$ cat src/rtl/ap_arb_pkg.sv
// Shared types and default parameters for the two-channel ap_fifo arbiter.
package ap_arb_pkg;

    typedef enum logic {IDLE = 1'b0, GRANT = 1'b1} arb_state_t;

    localparam int DEF_DATA_W    = 128;
    localparam int DEF_BURST_LEN = 16;
    localparam int DEF_TAG_DEPTH = 32;

endpackage

$ cat src/rtl/ap_arb_tag_fifo.sv
// 1-bit channel tag FIFO: records which channel owns each word inside the shared IP.
module ap_arb_tag_fifo #(
    parameter int DEPTH = 32
) (
    input  logic clk,
    input  logic rst_n,
    input  logic push,
    input  logic push_tag,
    input  logic pop,
    output logic head_tag,
    output logic full,
    output logic empty
);
    localparam int AW = $clog2(DEPTH);

    logic [DEPTH-1:0] mem;
    logic [AW-1:0]    wr_ptr, rd_ptr;
    logic [AW:0]      count;
    logic             do_push, do_pop;

    // A pop frees its slot in the same cycle, so a push is still taken when full.
    assign do_pop   = pop & ~empty;
    assign do_push  = push & (~full | do_pop);
    assign full     = (count == (AW+1)'(DEPTH));
    assign empty    = (count == '0);
    assign head_tag = mem[rd_ptr];

    always_ff @(posedge clk or negedge rst_n) begin
        if (!rst_n) begin
            mem    <= '0;
            wr_ptr <= '0;
            rd_ptr <= '0;
            count  <= '0;
        end else begin
            if (do_push) begin
                mem[wr_ptr] <= push_tag;
                wr_ptr      <= wr_ptr + 1'b1;
            end
            if (do_pop)
                rd_ptr <= rd_ptr + 1'b1;
            case ({do_push, do_pop})
                2'b10:   count <= count + 1'b1;
                2'b01:   count <= count - 1'b1;
                default: count <= count;
            endcase
        end
    end

endmodule

$ cat src/rtl/ap_fifo_ch_arbiter.sv
// Shares one ap_fifo-streaming IP between two channels with round-robin bursts.
// Define AP_ARB_CNT_EN to add per-channel accepted/delivered word counters.
module ap_fifo_ch_arbiter
    import ap_arb_pkg::*;
#(
    parameter int DATA_W    = DEF_DATA_W,
    parameter int BURST_LEN = DEF_BURST_LEN,
    parameter int TAG_DEPTH = DEF_TAG_DEPTH
) (
    input  logic              ap_clk,
    input  logic              ap_rst_n,
    input  logic [DATA_W-1:0] in_dout_0,
    input  logic [DATA_W-1:0] in_dout_1,
    input  logic              in_empty_n_0,
    input  logic              in_empty_n_1,
    output logic              in_read_0,
    output logic              in_read_1,
    output logic [DATA_W-1:0] out_din_0,
    output logic [DATA_W-1:0] out_din_1,
    input  logic              out_full_n_0,
    input  logic              out_full_n_1,
    output logic              out_write_0,
    output logic              out_write_1,
    output logic [DATA_W-1:0] ip_in_dout,
    output logic              ip_in_empty_n,
    input  logic              ip_in_read,
    input  logic [DATA_W-1:0] ip_out_din,
    output logic              ip_out_full_n,
    input  logic              ip_out_write,
    output logic              cur_ch,
    output logic              err_orphan
`ifdef AP_ARB_CNT_EN
    ,
    output logic [31:0]       cnt_in_0,
    output logic [31:0]       cnt_in_1,
    output logic [31:0]       cnt_out_0,
    output logic [31:0]       cnt_out_1
`endif
);
    localparam int BW = $clog2(BURST_LEN + 1);

    arb_state_t  state;
    logic        last_ch;
    logic [BW-1:0] beat_cnt;
    logic [1:0]  empty_n_v, full_n_v;
    logic        tag_full, tag_empty, head_tag;
    logic        accept, deliver;

    assign empty_n_v = {in_empty_n_1, in_empty_n_0};
    assign full_n_v  = {out_full_n_1, out_full_n_0};

    // Input side: only the granted channel is visible, throttled by tag space.
    assign ip_in_dout    = cur_ch ? in_dout_1 : in_dout_0;
    assign ip_in_empty_n = (state == GRANT) & empty_n_v[cur_ch] & ~tag_full;
    assign accept        = ip_in_read & ip_in_empty_n;
    assign in_read_0     = accept & ~cur_ch;
    assign in_read_1     = accept & cur_ch;

    // Output side: the oldest tag steers the word, so only its channel can stall the IP.
    assign ip_out_full_n = ~tag_empty & full_n_v[head_tag];
    assign deliver       = ip_out_write & ip_out_full_n;
    assign out_write_0   = deliver & ~head_tag;
    assign out_write_1   = deliver & head_tag;
    assign out_din_0     = ip_out_din;
    assign out_din_1     = ip_out_din;

    ap_arb_tag_fifo #(.DEPTH(TAG_DEPTH)) u_tag_fifo (
        .clk      (ap_clk),
        .rst_n    (ap_rst_n),
        .push     (accept),
        .push_tag (cur_ch),
        .pop      (deliver),
        .head_tag (head_tag),
        .full     (tag_full),
        .empty    (tag_empty)
    );

    always_ff @(posedge ap_clk or negedge ap_rst_n) begin
        if (!ap_rst_n) begin
            state    <= IDLE;
            cur_ch   <= 1'b0;
            last_ch  <= 1'b1;
            beat_cnt <= '0;
        end else begin
            case (state)
                IDLE: begin
                    if (|empty_n_v) begin
                        state    <= GRANT;
                        beat_cnt <= '0;
                        if (&empty_n_v) begin
                            cur_ch  <= ~last_ch;
                            last_ch <= ~last_ch;
                        end else begin
                            cur_ch  <= empty_n_v[1];
                            last_ch <= empty_n_v[1];
                        end
                    end
                end
                GRANT: begin
                    if ((accept && beat_cnt == BW'(BURST_LEN - 1)) ||
                        (!empty_n_v[cur_ch] && !accept)) begin
                        state    <= IDLE;
                        beat_cnt <= '0;
                    end else if (accept) begin
                        beat_cnt <= beat_cnt + 1'b1;
                    end
                end
                default: state <= IDLE;
            endcase
        end
    end

    always_ff @(posedge ap_clk or negedge ap_rst_n) begin
        if (!ap_rst_n)
            err_orphan <= 1'b0;
        else if (ip_out_write && tag_empty)
            err_orphan <= 1'b1;
    end

`ifdef AP_ARB_CNT_EN
    always_ff @(posedge ap_clk or negedge ap_rst_n) begin
        if (!ap_rst_n) begin
            cnt_in_0  <= '0;
            cnt_in_1  <= '0;
            cnt_out_0 <= '0;
            cnt_out_1 <= '0;
        end else begin
            if (in_read_0)   cnt_in_0  <= cnt_in_0 + 32'd1;
            if (in_read_1)   cnt_in_1  <= cnt_in_1 + 32'd1;
            if (out_write_0) cnt_out_0 <= cnt_out_0 + 32'd1;
            if (out_write_1) cnt_out_1 <= cnt_out_1 + 32'd1;
        end
    end
`endif

endmodule
$ cat config.mk
export PLATFORM = sky130hd
export DESIGN_NAME = ap_fifo_ch_arbiter
export DESIGN_NICKNAME = d
export VERILOG_FILES = /design/src/rtl/ap_arb_pkg.sv /design/src/rtl/ap_arb_tag_fifo.sv /design/src/rtl/ap_fifo_ch_arbiter.sv
export SDC_FILE = /design/constraint.sdc
export NUM_CORES = 1
export LEC_CHECK = 0
export ABC_AREA = 1
export CORE_AREA = 4 4 302 304
export DETAILED_ROUTE_END_ITERATION = 8
export DIE_AREA = 0 0 306 308
export PLACE_DENSITY_LB_ADDON = 0.12
export SKIP_LAST_GASP = 1
export SLEW_MARGIN = 5
export SYNTH_ARGS = -nofsm -noshare
export SYNTH_HDL_FRONTEND = slang
export SYNTH_SLANG_ARGS = --single-unit
$ cat constraint.sdc
create_clock -name ap_clk -period 3 [get_ports ap_clk]
set_input_delay 0.6 -clock ap_clk [delete_from_list [all_inputs] [get_ports ap_clk]]
set_output_delay 0.6 -clock ap_clk [all_outputs]
set_load 0.005 [all_outputs]
==> flow_summary.yaml, run 1 <==
worst_setup_path:
  crit_buf_inv: 4
  cp.depth: 9
  start_kind: "input port"
  cp.required_ns: 2.40
  critPathMaxFanout: 6
  crit_top_cell: "clkdlybuf4s50_1"
  arrival_ns: 2.33
  slowest_delay_ns: 0.51
  worstPathCellList: "clkdlybuf4s50_1, inv_1, nand2_1, o21ai_1, nor2_2, nand3_2, buf_6, nor2_1, clkdlybuf4s50_1"
  crit_family: "buffers and inverters"
  reg2reg_setup_slack_ns: 0.17
  end_kind: "primary output"
  reg2reg_depth: 20
  slowest_stage: "clkdlybuf4s50_1"
  crit_type: "input port to primary output"
floorplanning:
  die_h_um: 308
  core_mm2: 0.0882
  die_area_mm2: 0.0942
  die_w_um: 306
  rows: 109
  io_pins: 784
  start_util_pct: 7.61
placement:
  placed_area_mm2: 0.0104
  hpwl_um: 45600
  numPortBuffers: 399
  gp_congestion: 0.724
  post-place-ws_ns: -0.0936
clocking:
  htree_levels: 3
  clk_pin_slew_ns: 0.06
  cts_tree: "built"
  cts_buffers: 9
  cts_root_buf: "clkbuf_16"
  cts.sinks: 57
  cts-hold-fix-buffers: 0
  clock_path_buffers: 2
  clock_latency_ns: 0.34
  post-cts-setup-buffers: 0
timing:
  max-slew-margin-rel_pct: 42.6
  finalCriticalPeriod_ns: 2.93
  tns_ns: 0
  fin_crit_sh_pct: 97.8
  skew_ns: 0.0107
  max_freq_mhz: 341
  worst_slack_ns: 0.0662
  rsz0062_at_grt: "yes"
  worst_pin_slew_ns: 0.861
  hold_viol: 0
  setup_viol: 0
  slew_viol_final: 0
cells_and_area:
  fin_nets: 1648
  final_area_mm2: 0.0108
  area_delta_synth_final_pct: 61.2
  nFillCells: 10283
  drive_gt1_share_pct: 6.87
route:
  wl_um: 52600
  viasPerCell: 2.97
  num_vias: 7193
  post_drt_wl_per_cell_um: 21.7
  drt_iter0_drc: 375
  ant_nets: 0
  first_pass_iters: 5
  drc_errors: 0
flow_run:
  timing.max_cap.violations: 0
synth:
  yosysTopAreaCellShare_pct: 29.3
  synthesis.nets: 1492
  synth_edf_count: 0
  ys_seq_elements: 57
  synthesis.instances: 1090
  async_reset_ff_share_pct: 100
  netlist_area_mm2: 0.00672
  ys_seq_area_share_pct: 21.2
  synth_cell_type_count: 36
  synth_area_per_cell_um2: 6.16
  synth_area_leader_cell: "nand2_1"
  yosys_warnings: 0
  synth_area_leaders: "nand2_1, buf_4, dfrtp_1"
  synth_ff_type: "dfrtp_1"
power_and_ir_drop:
  power.total_mw: 8.34
  power.leakage_nw: 4.65
  power_density_mw_per_mm2: 770
  ir_worst_vdd_mv: 0.249
global_routing:
  grt_pass1_vias: 7664
  use_met2_pct: 15.0
  track_usage_pct: 10.6
  grt_overflow: 0
  met1_usage_pct: 9.91
  grt_pass1_wl_um: 68600
  antenna_found_initial: 6
  gr-usage-met3_pct: 12.4
  top_usage_layer: "met2"
  grt_max_degree: 75
status:
  status: "complete, no violations"
min_path:
  hp-class: "input port to async pin"
## cell type report
type | instances | area, um^2 | area share, %
Timing Repair Buffer | 442 | 4390 | 40.5
Multi-Input combinational cell | 688 | 3040 | 28.1
Tap cell | 1165 | 1460 | 13.5
Sequential cell | 57 | 1430 | 13.2
Clock buffer | 14 | 274 | 2.53
Inverter | 48 | 190 | 1.76
Clock inverter | 2 | 35.0 | 0.323
Antenna cell | 4 | 10.0 | 0.0924
## report_power, final
group	total, mW	internal, mW	switching, mW
Sequential	1.31	1.02	0.294
Clock	1.11	0.711	0.396
Combinational	5.92	2.85	3.07
## through the flow
stage          utilization [%]  hold WS [ns]  cells
2_1_floorplan                -         0.304   1090
3_3_place_gp              11.8         0.470   2400
3_5_place_dp              11.8         0.476   2400
4_1_cts                   12.2         0.405   2416
5_1_grt                   12.3         0.413   2416
6_report                  12.3         0.333   2420
## layer usage
metal	share of wire, %	wire length [um]
met1	33	17400
met4	0.35	185
met5	1.8	951
met3	24	12700
met2	41	21400
## cell usage in the layout, fill, tap and decap left out, types with 5 or more instances in the layout
cell / count
a21oi_1: 7
buf_12: 5
buf_4: 38
clkbuf_16: 9
clkdlybuf4s50_1: 390
dfrtp_1: 55
dlymetal6s2s_1: 5
ha_1: 10
inv_1: 43
nand2_1: 524
nand3_1: 39
nor2_1: 20
o21ai_0: 31
o21ai_1: 12
xor2_1: 11
## state kept, by name (all words and copies together), names as in the netlist
signal,flops
u_tag_fifo.mem,32
last_ch,1
u_tag_fifo.count,6
state,1
err_orphan,1
u_tag_fifo.wr_ptr,5
beat_cnt,5
u_tag_fifo.rd_ptr,5
cur_ch,1
## final timing paths
kind / from / end
max: in_empty_n_1 / in_read_1
min: ap_rst_n / u_tag_fifo.count[5]
max reg2reg: u_tag_fifo.rd_ptr[0] / u_tag_fifo.count[4]
min reg2reg: err_orphan / err_orphan
max in group asynchronous: ap_rst_n / cur_ch
min in group ap_clk: err_orphan / err_orphan
## logic make-up after synthesis
group                    count (synthesis)  share of synthesized area (%)
buffers and inverters                  345                           34.2
adder cells (fa/ha/maj)                 10                           1.86
XOR/XNOR                                18                           2.35
flip-flops                              57                           21.2
AO/OA/AOI/OAI                           56                           4.30
AND/OR/NAND/NOR                        603                           35.9
multiplexers                             1                          0.149
## what timing repair did
action | in CTS | in global routing
pin swaps | 0 | 1
resized for setup | 5 | 14
setup endpoints to repair | 5 | 12
## synthesized netlist by cell type (all sizes together) (2+ instances only)
master  number
nor3         4
nand4        2
nand3       41
ha          10
nor2        26
a21oi        8
xnor2        7
o21ai       44
dfrtp       56
xor2        11
nand2      529
buf        266
inv         48
clkbuf      31
No activity file was read; power rests on OpenSTA's default activity.
==> run 2: changes to the inputs <==
--- a/config.mk
+++ b/config.mk
@@ -11,7 +11,6 @@
 export DIE_AREA = 0 0 306 308
 export PLACE_DENSITY_LB_ADDON = 0.12
 export SKIP_LAST_GASP = 1
-export SLEW_MARGIN = 5
 export SYNTH_ARGS = -nofsm -noshare
 export SYNTH_HDL_FRONTEND = slang
 export SYNTH_SLANG_ARGS = --single-unit
==> results of run 2 <==
Same layout as run 1: the final DEF is identical, and so are final timing and power.
==> run 3: changes to the inputs <==
--- a/config.mk
+++ b/config.mk
@@ -7,6 +7,7 @@
 export LEC_CHECK = 0
 export ABC_AREA = 1
 export CORE_AREA = 4 4 302 304
+export CTS_CLUSTER_SIZE = 40
 export DETAILED_ROUTE_END_ITERATION = 8
 export DIE_AREA = 0 0 306 308
 export PLACE_DENSITY_LB_ADDON = 0.12
==> results of run 3 <==
Same layout as run 1: the final DEF is identical, and so are final timing and power.
